$ cat config.mk
export PLATFORM = sky130hd
export DESIGN_NAME = execute_memory_register
export DESIGN_NICKNAME = d
export VERILOG_FILES = /design/src/rtl/execute_memory_register.sv
export SDC_FILE = /design/constraint.sdc
export NUM_CORES = 1
export LEC_CHECK = 0
export CORE_UTILIZATION = 38
export CTS_CLUSTER_DIAMETER = 50
export CTS_CLUSTER_SIZE = 30
export DETAILED_ROUTE_END_ITERATION = 8
export PLACE_DENSITY = 0.91
export RECOVER_POWER = 50
export SLEW_MARGIN = 20
export SYNTH_ARGS = -nofsm -noshare
export SYNTH_HDL_FRONTEND = slang
export SYNTH_SLANG_ARGS = --single-unit
$ cat constraint.sdc
create_clock -name clk -period 1.6 [get_ports clk]
set_input_delay 0.32 -clock clk [delete_from_list [all_inputs] [get_ports clk]]
set_output_delay 0.32 -clock clk [all_outputs]
set_load 0.1 [all_outputs]
$ cat src/rtl/execute_memory_register.sv
// execute_memory_register: EX/MEM pipeline register with {N,Z,V} flags, stall/flush, sticky halt; optional bubble_cnt output when EXMEM_BUBBLE_CNT_EN is defined
module execute_memory_register #(
  parameter int DATA_W = 16,
  parameter logic [2:0] FLAG_RST = 3'b000
) (
  input  logic              clk,
  input  logic              rst,
  input  logic              stall,
  input  logic              flush,
  input  logic              ex_valid,
  input  logic [DATA_W-1:0] alu_result,
  input  logic [DATA_W-1:0] store_data,
  input  logic [DATA_W-1:0] next_pc,
  input  logic [3:0]        write_reg,
  input  logic              reg_write,
  input  logic              mem_read,
  input  logic              mem_write,
  input  logic              mem_to_reg,
  input  logic              hlt,
  input  logic              pcs,
  input  logic [2:0]        flag_in,
  input  logic [2:0]        flag_wen,
  output logic [DATA_W-1:0] alu_result_em,
  output logic [DATA_W-1:0] store_data_em,
  output logic [DATA_W-1:0] next_pc_em,
  output logic [3:0]        write_reg_em,
  output logic              reg_write_em,
  output logic              mem_read_em,
  output logic              mem_write_em,
  output logic              mem_to_reg_em,
  output logic              hlt_em,
  output logic              pcs_em,
  output logic              valid_em,
  output logic [2:0]        flags,
`ifdef EXMEM_BUBBLE_CNT_EN
  output logic [15:0]       bubble_cnt,
`endif
  output logic              halted
);
  logic hold, upd, load;
  assign hold = halted | (valid_em & hlt_em);
  assign upd  = ~hold & (flush | ~stall);
  assign load = ex_valid & ~flush;
  always_ff @(posedge clk or negedge rst) begin
    if (!rst) begin
      alu_result_em <= '0;
      store_data_em <= '0;
      next_pc_em    <= '0;
      write_reg_em  <= '0;
      reg_write_em  <= 1'b0;
      mem_read_em   <= 1'b0;
      mem_write_em  <= 1'b0;
      mem_to_reg_em <= 1'b0;
      hlt_em        <= 1'b0;
      pcs_em        <= 1'b0;
      valid_em      <= 1'b0;
      flags         <= FLAG_RST;
      halted        <= 1'b0;
    end else begin
      halted <= hold;
      if (upd) begin
        alu_result_em <= load ? alu_result : '0;
        store_data_em <= load ? store_data : '0;
        next_pc_em    <= load ? next_pc : '0;
        write_reg_em  <= load ? write_reg : '0;
        reg_write_em  <= load & reg_write;
        mem_read_em   <= load & mem_read;
        mem_write_em  <= load & mem_write;
        mem_to_reg_em <= load & mem_to_reg;
        hlt_em        <= load & hlt;
        pcs_em        <= load & pcs;
        valid_em      <= load;
        flags         <= load ? (flag_wen & flag_in) | (~flag_wen & flags) : flags;
      end
    end
  end
`ifdef EXMEM_BUBBLE_CNT_EN
  always_ff @(posedge clk or negedge rst) begin
    if (!rst) bubble_cnt <= '0;
    else if (upd && !load && bubble_cnt != 16'hFFFF) bubble_cnt <= bubble_cnt + 16'd1;
  end
`endif
endmodule

## After elaboration in Yosys (flattened, before gate mapping)

Index checks and enable logic that the tools add are counted.

| operators by class | value |
|---|---|
| reductions and logical operators | 1 |
| bitwise gates (word level) | 18 |
| multiplexer cells | 4 |

Operator list:

| operator | count |
|---|---|
| $mux 16 | 3 |
| $and 1x1->1 | 9 |
| $and 3x3->3 | 2 |
| $mux 4 | 1 |
| $not 1->1 | 3 |
| $not 3->3 | 1 |
| $or 3x3->3 | 1 |
| $or 1x1->1 | 2 |
| $reduce_and 2->1 | 1 |

| word-level totals | value |
|---|---|
| bits of input ports | 69 |
| logic and storage cells | 36 |
| register bits | 63 |
| output and inout bits | 63 |

## Depth between registers and ports, before layout

Gate-level depths: netlist (run 1).

| logic depth | value |
|---|---|
| depth after elaboration | 5 |
| depth in mapped cells | 5 |

## Worst setup path after synthesis (run 1)

Ideal clock, no wire load.

| timing | value |
|---|---|
| path kind | register to register |
| from | reg valid_em |
| to | reg with a tool-made name |
| period minus slack after synthesis | 1.908 ns |
| stages on the path, launching flop included | 6 |
| setup slack | -0.308 ns |
| arrival | 1.789 ns |
| library setup time | 0.120 ns |
| cell sequence | dfrtp_1 > a21oi_4 > and3_1 > buf_6 > buf_6 > a31o_1 |

RTL lines:

| item | RTL line | text |
|---|---|---|
| start, declared | 33 | `output logic valid_em,` |
| start signal, assigned | 72 | `valid_em <= load;` |

## Final worst setup path (run 1)

| timing | value |
|---|---|
| from | reg valid_em |
| to | reg alu_result_em[0] |

| on the way | value |
|---|---|
| longest elaborated chain between the ends | 4 |

RTL lines:

| item | RTL line | text |
|---|---|---|
| $and 1x1->1 | 41 | `assign hold = halted \| (valid_em & hlt_em);` |
| $or 1x1->1 | 41 |  |
| $not 1->1 | 42 | `assign upd = ~hold & (flush \| ~stall);` |
| $and 1x1->1 | 42 |  |
| end signal, assigned | 62 | `alu_result_em <= load ? alu_result : '0;` |
| end, declared | 23 | `output logic [DATA_W-1:0] alu_result_em,` |

Every way passes these cells.
A chain may end at the register's enable or synchronous reset.

==> impl_metrics.env, run 1 <==
export IMPL_cts_repair_resized=0
export IMPL_slowest_delay_ns=0.51
export IMPL_hold_slack_ns=0.1612
export IMPL_synth_area_mm2=0.002315
export IMPL_gp_congestion=0.7134
export IMPL_cp_num_cells=4
export IMPL_synth_seq_cells=63
export IMPL_dr_max_layer_used="met4"
export IMPL_grt_max_degree=33
export IMPL_drt_met1_wl_um=2824
export IMPL_cp_cell_sequence="a21oi_4 -> and3_2 -> buf_4 -> a22o_1"
export IMPL_skew_ns=0.007726
export IMPL_start_kind="register"
export IMPL_ir_worst_vdd_mv=0.9674
export IMPL_cellPowerDensity_mw_per_mm2=1836
export IMPL_drive_above_1_share_pct=31.63
export IMPL_via_count=1913
export IMPL_slew_violations=0
export IMPL_layout_commonest_cell="clkdlybuf4s50_1"
export IMPL_r2r_start="valid_em"
export IMPL_viasPerCell=5.184
export IMPL_end_kind="register"
export IMPL_cts_hold_fix_buffers=0
export IMPL_wl_met3_um=505
export IMPL_setup_tns_ns=0
export IMPL_drtAntennaViolNets=0
export IMPL_pin_count=132
export IMPL_core_mm2=0.005886
export IMPL_clockBufferDepth=2
export IMPL_die_width_um=80.05
export IMPL_criticalPathCategory="reg -> reg"
export IMPL_rsz0062_at_grt="no"
export IMPL_fp_row_count=28
export IMPL_clk_latency_ns=0.34
export IMPL_startpoint="valid_em"
export IMPL_synth_warnings=0
export IMPL_cts_tree="yes"
export IMPL_wl_met2_um=3254
export IMPL_drt_pass1_iter_count=6
export IMPL_timing_rr_end="alu_result_em[0]"
export IMPL_yosysSeqAreaShare_pct=68.11
export IMPL_hpwl_um=4936
export IMPL_ff2ff_path_depth=4
export IMPL_drv_cap=0
export IMPL_critPathSlowestCell="dfrtp_4"
export IMPL_endpoint="alu_result_em[0]"
export IMPL_clk_pin_slew_worst_paths_ns=0.07
export IMPL_yosysTopAreaCell="dfrtp_1"
export IMPL_overflow=0
export IMPL_cp_max_fo=18
export IMPL_route_detailed_drc=0
export IMPL_min_period_ns=1.489
export IMPL_setup_viol=0
export IMPL_finalPower_mw=7.533
export IMPL_htreeDepth=3
export IMPL_cts_root_buf="clkbuf_8"
export IMPL_status="completed"
export IMPL_seq_area_mm2=0.001583
export IMPL_hold_path_class="in -> async"
export IMPL_required_ns=1.86
export IMPL_fin_crit_sh_pct=93.07
export IMPL_grt_pass1_wl_um=10430
export IMPL_multiInputGateArea_um2=611.8
export IMPL_drt_iter0_drc=48
export IMPL_relSlewSlack_pct=48.79
export IMPL_power_leakage_nw=1.968
export IMPL_crit_arrival_ns=1.75
export IMPL_r2r_slack_ns=0.11
export IMPL_syn_nets=219
export IMPL_worst_pin_slew_ns=0.7682
export IMPL_nNetsFinal=358
export IMPL_finalHoldViolCount=0
export IMPL_diodes=0
export IMPL_syn_avg_cell_area_um2=15.43
export IMPL_routed_wl_um=6740
export IMPL_fin_util_pct=69.71
export IMPL_synthTopCellsByArea="dfrtp_1 (68%), a22o_1 (22%), buf_6 (4.4%)"
export IMPL_numPortBuffers=131
export IMPL_cp_top_family="flip-flops"
export IMPL_cts_sinks=63
export IMPL_fmaxAchievable_mhz=671.5
export IMPL_grt_pass1_vias=1998
export IMPL_start_util_pct=39.33
export IMPL_die_y_um=80.05
export IMPL_antenna_found_initial=0
export IMPL_fillCellCount=391
export IMPL_cts_buffers=9
export IMPL_ys_types=12
export IMPL_crit_buf_inv=1
export IMPL_synthesis_instances=150
export IMPL_dieArea_mm2=0.006407
export IMPL_area_growth_syn_to_layout_pct=77.24
export IMPL_layout_common_cells="clkdlybuf4s50_1 (67), dfrtp_1 (60), a22o_1 (58)"
export IMPL_postCtsSetupBuffers=0
export IMPL_post_drt_wl_per_cell_um=18.27
export IMPL_netlist_area_leader_share_pct=68.11
export IMPL_track_usage_pct=22.56
-- layout make-up --
| cell class | instances | share of cell area, % |
|---|---|---|
| timing repair buffer | 141 | 39.13 |
| inverter | 5 | 0.4575 |
| sequential | 63 | 38.58 |
| clock buffer | 12 | 3.538 |
| clock inverter | 4 | 1.098 |
| tap | 75 | 2.287 |
| multi-input combinational | 69 | 14.91 |
-- sequential cells by signal, summed over array words and instances (netlist names), named ones only --
name           count
write_reg_em       4
mem_read_em        1
valid_em           1
halted             1
alu_result_em     16
next_pc_em        16
mem_to_reg_em      1
store_data_em     16
pcs_em             1
mem_write_em       1
reg_write_em       1
hlt_em             1
-- metrics by stage --
step                area, um^2  setup slack, ns  std cells
floorplan                 2321         0.008660        150
global placement          4369         -0.08085        353
detailed placement        4369          -0.1269        353
CTS                       4559          0.08481        369
global route              4103          0.03635        369
finish                    4103           0.1109        369
-- synth_stat cells (all sizes together) --
master / n
a21o: 1
a21oi: 1
a22o: 58
a31o: 3
a41oi: 3
and3: 1
buf: 9
clkbuf: 4
dfrtp: 63
inv: 5
nor2: 1
o21ai: 1
-- routing by layer --
metal | vias to the layer above | track usage (%)
met5 | - | 0
met4 | 0 | 11.43
met3 | 14 | 6.629
met2 | 98 | 37.01
met1 | 945 | 26.88
li1 | 856 | -
-- power by group --
group | total (mW) | leakage (nW) | switching, mW | internal (mW)
clock | 1.34 | 0.100 | 0.586 | 0.755
sequential | 2.17 | 0.850 | 0.274 | 1.90
combinational | 4.02 | 1.02 | 2.82 | 1.20
-- cell families after synthesis --
group	share of synthesized area (%)
AOI/OAI and AO/OA	25.62
and+or+nand+nor	0.4324
DFF	68.11
buffers and inverters	5.838
-- worst min-delay path by stage --
stage / from / end / slack [ns] / depth (start not counted)
global route: rst / store_data_em[3] / 0.23 / 2
global placement: rst / store_data_em[3] / 0.36 / 2
detailed placement: rst / store_data_em[1] / 0.38 / 2
floorplan: rst / asynchronous set/reset pin / 0.02 / 0
finish: rst / store_data_em[1] / 0.16 / 2
CTS: rst / store_data_em[1] / 0.002 / 2
Power figures use the tool's default switching activity.
==> run 2: changes to the inputs <==
HOLD_SLACK_MARGIN = 0.08   (was default)
RECOVER_POWER = default   (was 50)
==> run 2 against run 1 <==
Register-to-register slack barely moved. Global-route usage barely moved. Wire length fell by 1.0%. Sequential share of layout area fell by 3.9 points. Flip-flop and latch count did not move. Final cell count rose by 0.27%. Non-clock buffer count rose by 1. Clock power barely moved. Critical path depth did not move. Hold slack improved by 0.38 ns. Die area did not move. Combinational power rose by 11%.
==> impl_metrics.env, run 2 (synthesis gave the netlist of run 1 again) <==
export IMPL_diodes=0
export IMPL_clk_latency_ns=0.34
export IMPL_die_width_um=80.05
export IMPL_start_util_pct=39.33
export IMPL_end_kind="register"
export IMPL_drv_cap=0
export IMPL_cp_cell_sequence="a21oi_4 -> and3_2 -> buf_4 -> a22o_1"
export IMPL_slew_violations=0
export IMPL_nNetsFinal=359
export IMPL_cts_buffers=9
export IMPL_worst_pin_slew_ns=0.3983
export IMPL_viasPerCell=5.141
export IMPL_die_y_um=80.05
export IMPL_clk_pin_slew_worst_paths_ns=0.07
export IMPL_cp_top_family="flip-flops"
export IMPL_htreeDepth=3
export IMPL_track_usage_pct=22.61
export IMPL_area_growth_syn_to_layout_pct=97.41
export IMPL_gp_congestion=0.7134
export IMPL_cts_hold_fix_buffers=1
export IMPL_drive_above_1_share_pct=31.86
export IMPL_drt_iter0_drc=42
export IMPL_routed_wl_um=6670
export IMPL_postCtsSetupBuffers=0
export IMPL_hpwl_um=4936
export IMPL_via_count=1902
export IMPL_min_period_ns=1.494
export IMPL_clockBufferDepth=2
export IMPL_crit_buf_inv=1
export IMPL_status="completed"
export IMPL_overflow=0
export IMPL_layout_setup_ws_ns=0.1060
export IMPL_route_detailed_drc=0
export IMPL_ir_worst_vdd_mv=1.000
export IMPL_skew_ns=0.007238
export IMPL_required_ns=1.86
export IMPL_antenna_found_initial=0
export IMPL_start_kind="register"
export IMPL_cts_root_buf="clkbuf_8"
export IMPL_pin_count=132
export IMPL_core_mm2=0.005886
export IMPL_drt_pass1_iter_count=4
export IMPL_crit_arrival_ns=1.76
export IMPL_drtAntennaViolNets=0
export IMPL_ff2ff_path_depth=4
export IMPL_cp_max_fo=18
export IMPL_critPathSlowestCell="dfrtp_4"
export IMPL_cts_sinks=63
export IMPL_fp_row_count=28
export IMPL_dieArea_mm2=0.006407
export IMPL_setup_viol=0
export IMPL_grt_pass1_vias=2004
export IMPL_fillCellCount=336
export IMPL_grt_max_degree=33
export IMPL_slowest_delay_ns=0.51
export IMPL_cts_repair_resized=0
export IMPL_fmaxAchievable_mhz=669.3
export IMPL_cp_num_cells=4
export IMPL_pre_cts_slack_ns=-0.1269
export IMPL_finalHoldViolCount=0
export IMPL_criticalPathCategory="reg -> reg"
export IMPL_cellPowerDensity_mw_per_mm2=1764
export IMPL_reg_top3="alu_result_em: 16 flops, next_pc_em: 16 flops, store_data_em: 16 flops"
export IMPL_grt_pass1_wl_um=10450
export IMPL_cts_tree="yes"
export IMPL_layout_common_cells="clkdlybuf4s50_1 (67), buf_12 (67), dfrtp_1 (60)"
export IMPL_hold_path_class="in -> async"
export IMPL_rsz0062_at_grt="no"
export IMPL_power_leakage_nw=2.070
export IMPL_fin_crit_sh_pct=93.38
export IMPL_numPortBuffers=131
export IMPL_post_drt_wl_per_cell_um=18.03
export IMPL_setup_tns_ns=0
export IMPL_relSlewSlack_pct=73.45
run 2: changes by cell type in the layout (fill, tap and decap cells not counted), sizes merged:
cell and delta:
dlygate4sd3 +1, buf +3, clkbuf -3
run 2: worst paths after layout:
path	startpoint	to	slack (ns)
worst max-delay path	valid_em	alu_result_em[0]	0.11
worst min-delay path	rst	store_data_em[1]	0.54
worst max register to register	valid_em	alu_result_em[0]	0.11
worst min register to register	next_pc_em[14]	next_pc_em[14]	0.57
max in group asynchronous	rst	valid_em	0.74
min in group clk	next_pc_em[14]	next_pc_em[14]	0.57
run 2: cell type report:
cell class              count  area [um^2]  share of cell area [%]
inverters                   5        18.77                  0.4107
well taps                  75        93.84                   2.054
flip-flops and latches     63         1583                   34.64
repair buffers            142         2072                   45.35
multi-input cells          69        611.8                   13.39
clock buffers              12        145.1                   3.176
clock inverters             4        45.04                  0.9858
run 2: metal layers:
| metal | vias to the layer above | share of wire [%] | GRT usage, % | wire, um |
|---|---|---|---|---|
| met3 | 13 | 7.2 | 6.629 | 481 |
| met4 | 0 | 2.0 | 11.43 | 135 |
| met1 | 934 | 41 | 26.88 | 2762 |
| met2 | 97 | 49 | 37.18 | 3291 |
| li1 | 858 | - | - | - |
| met5 | - | 0 | 0 | 0 |
run 2: tightest hold or removal path: stages:
cell and delay [ns]:
dlygate4sd3_1 0.52, buf_2 0.11, buf_4 0.35
run 2: report_power, final:
group          internal (mW)  switching, mW
logic                   1.65           2.81
registers               1.90          0.358
clock network          0.755          0.588
run 2: stage by stage:
stage / total power, mW / std cells / area, um^2 / hold slack, ns / utilization, %
after detailed placement: 6.758 / 353 / 4369 / 0.3804 / 74.23
after CTS: 8.131 / 370 / 4569 / 0.5506 / 77.64
final: 8.059 / 370 / 4569 / 0.5436 / 77.64
after global placement: 6.684 / 353 / 4369 / 0.3625 / 74.23
after global routing: 8.324 / 370 / 4569 / 0.5651 / 77.64
after floorplan: 4.853 / 150 / 2321 / 0.02441 / -
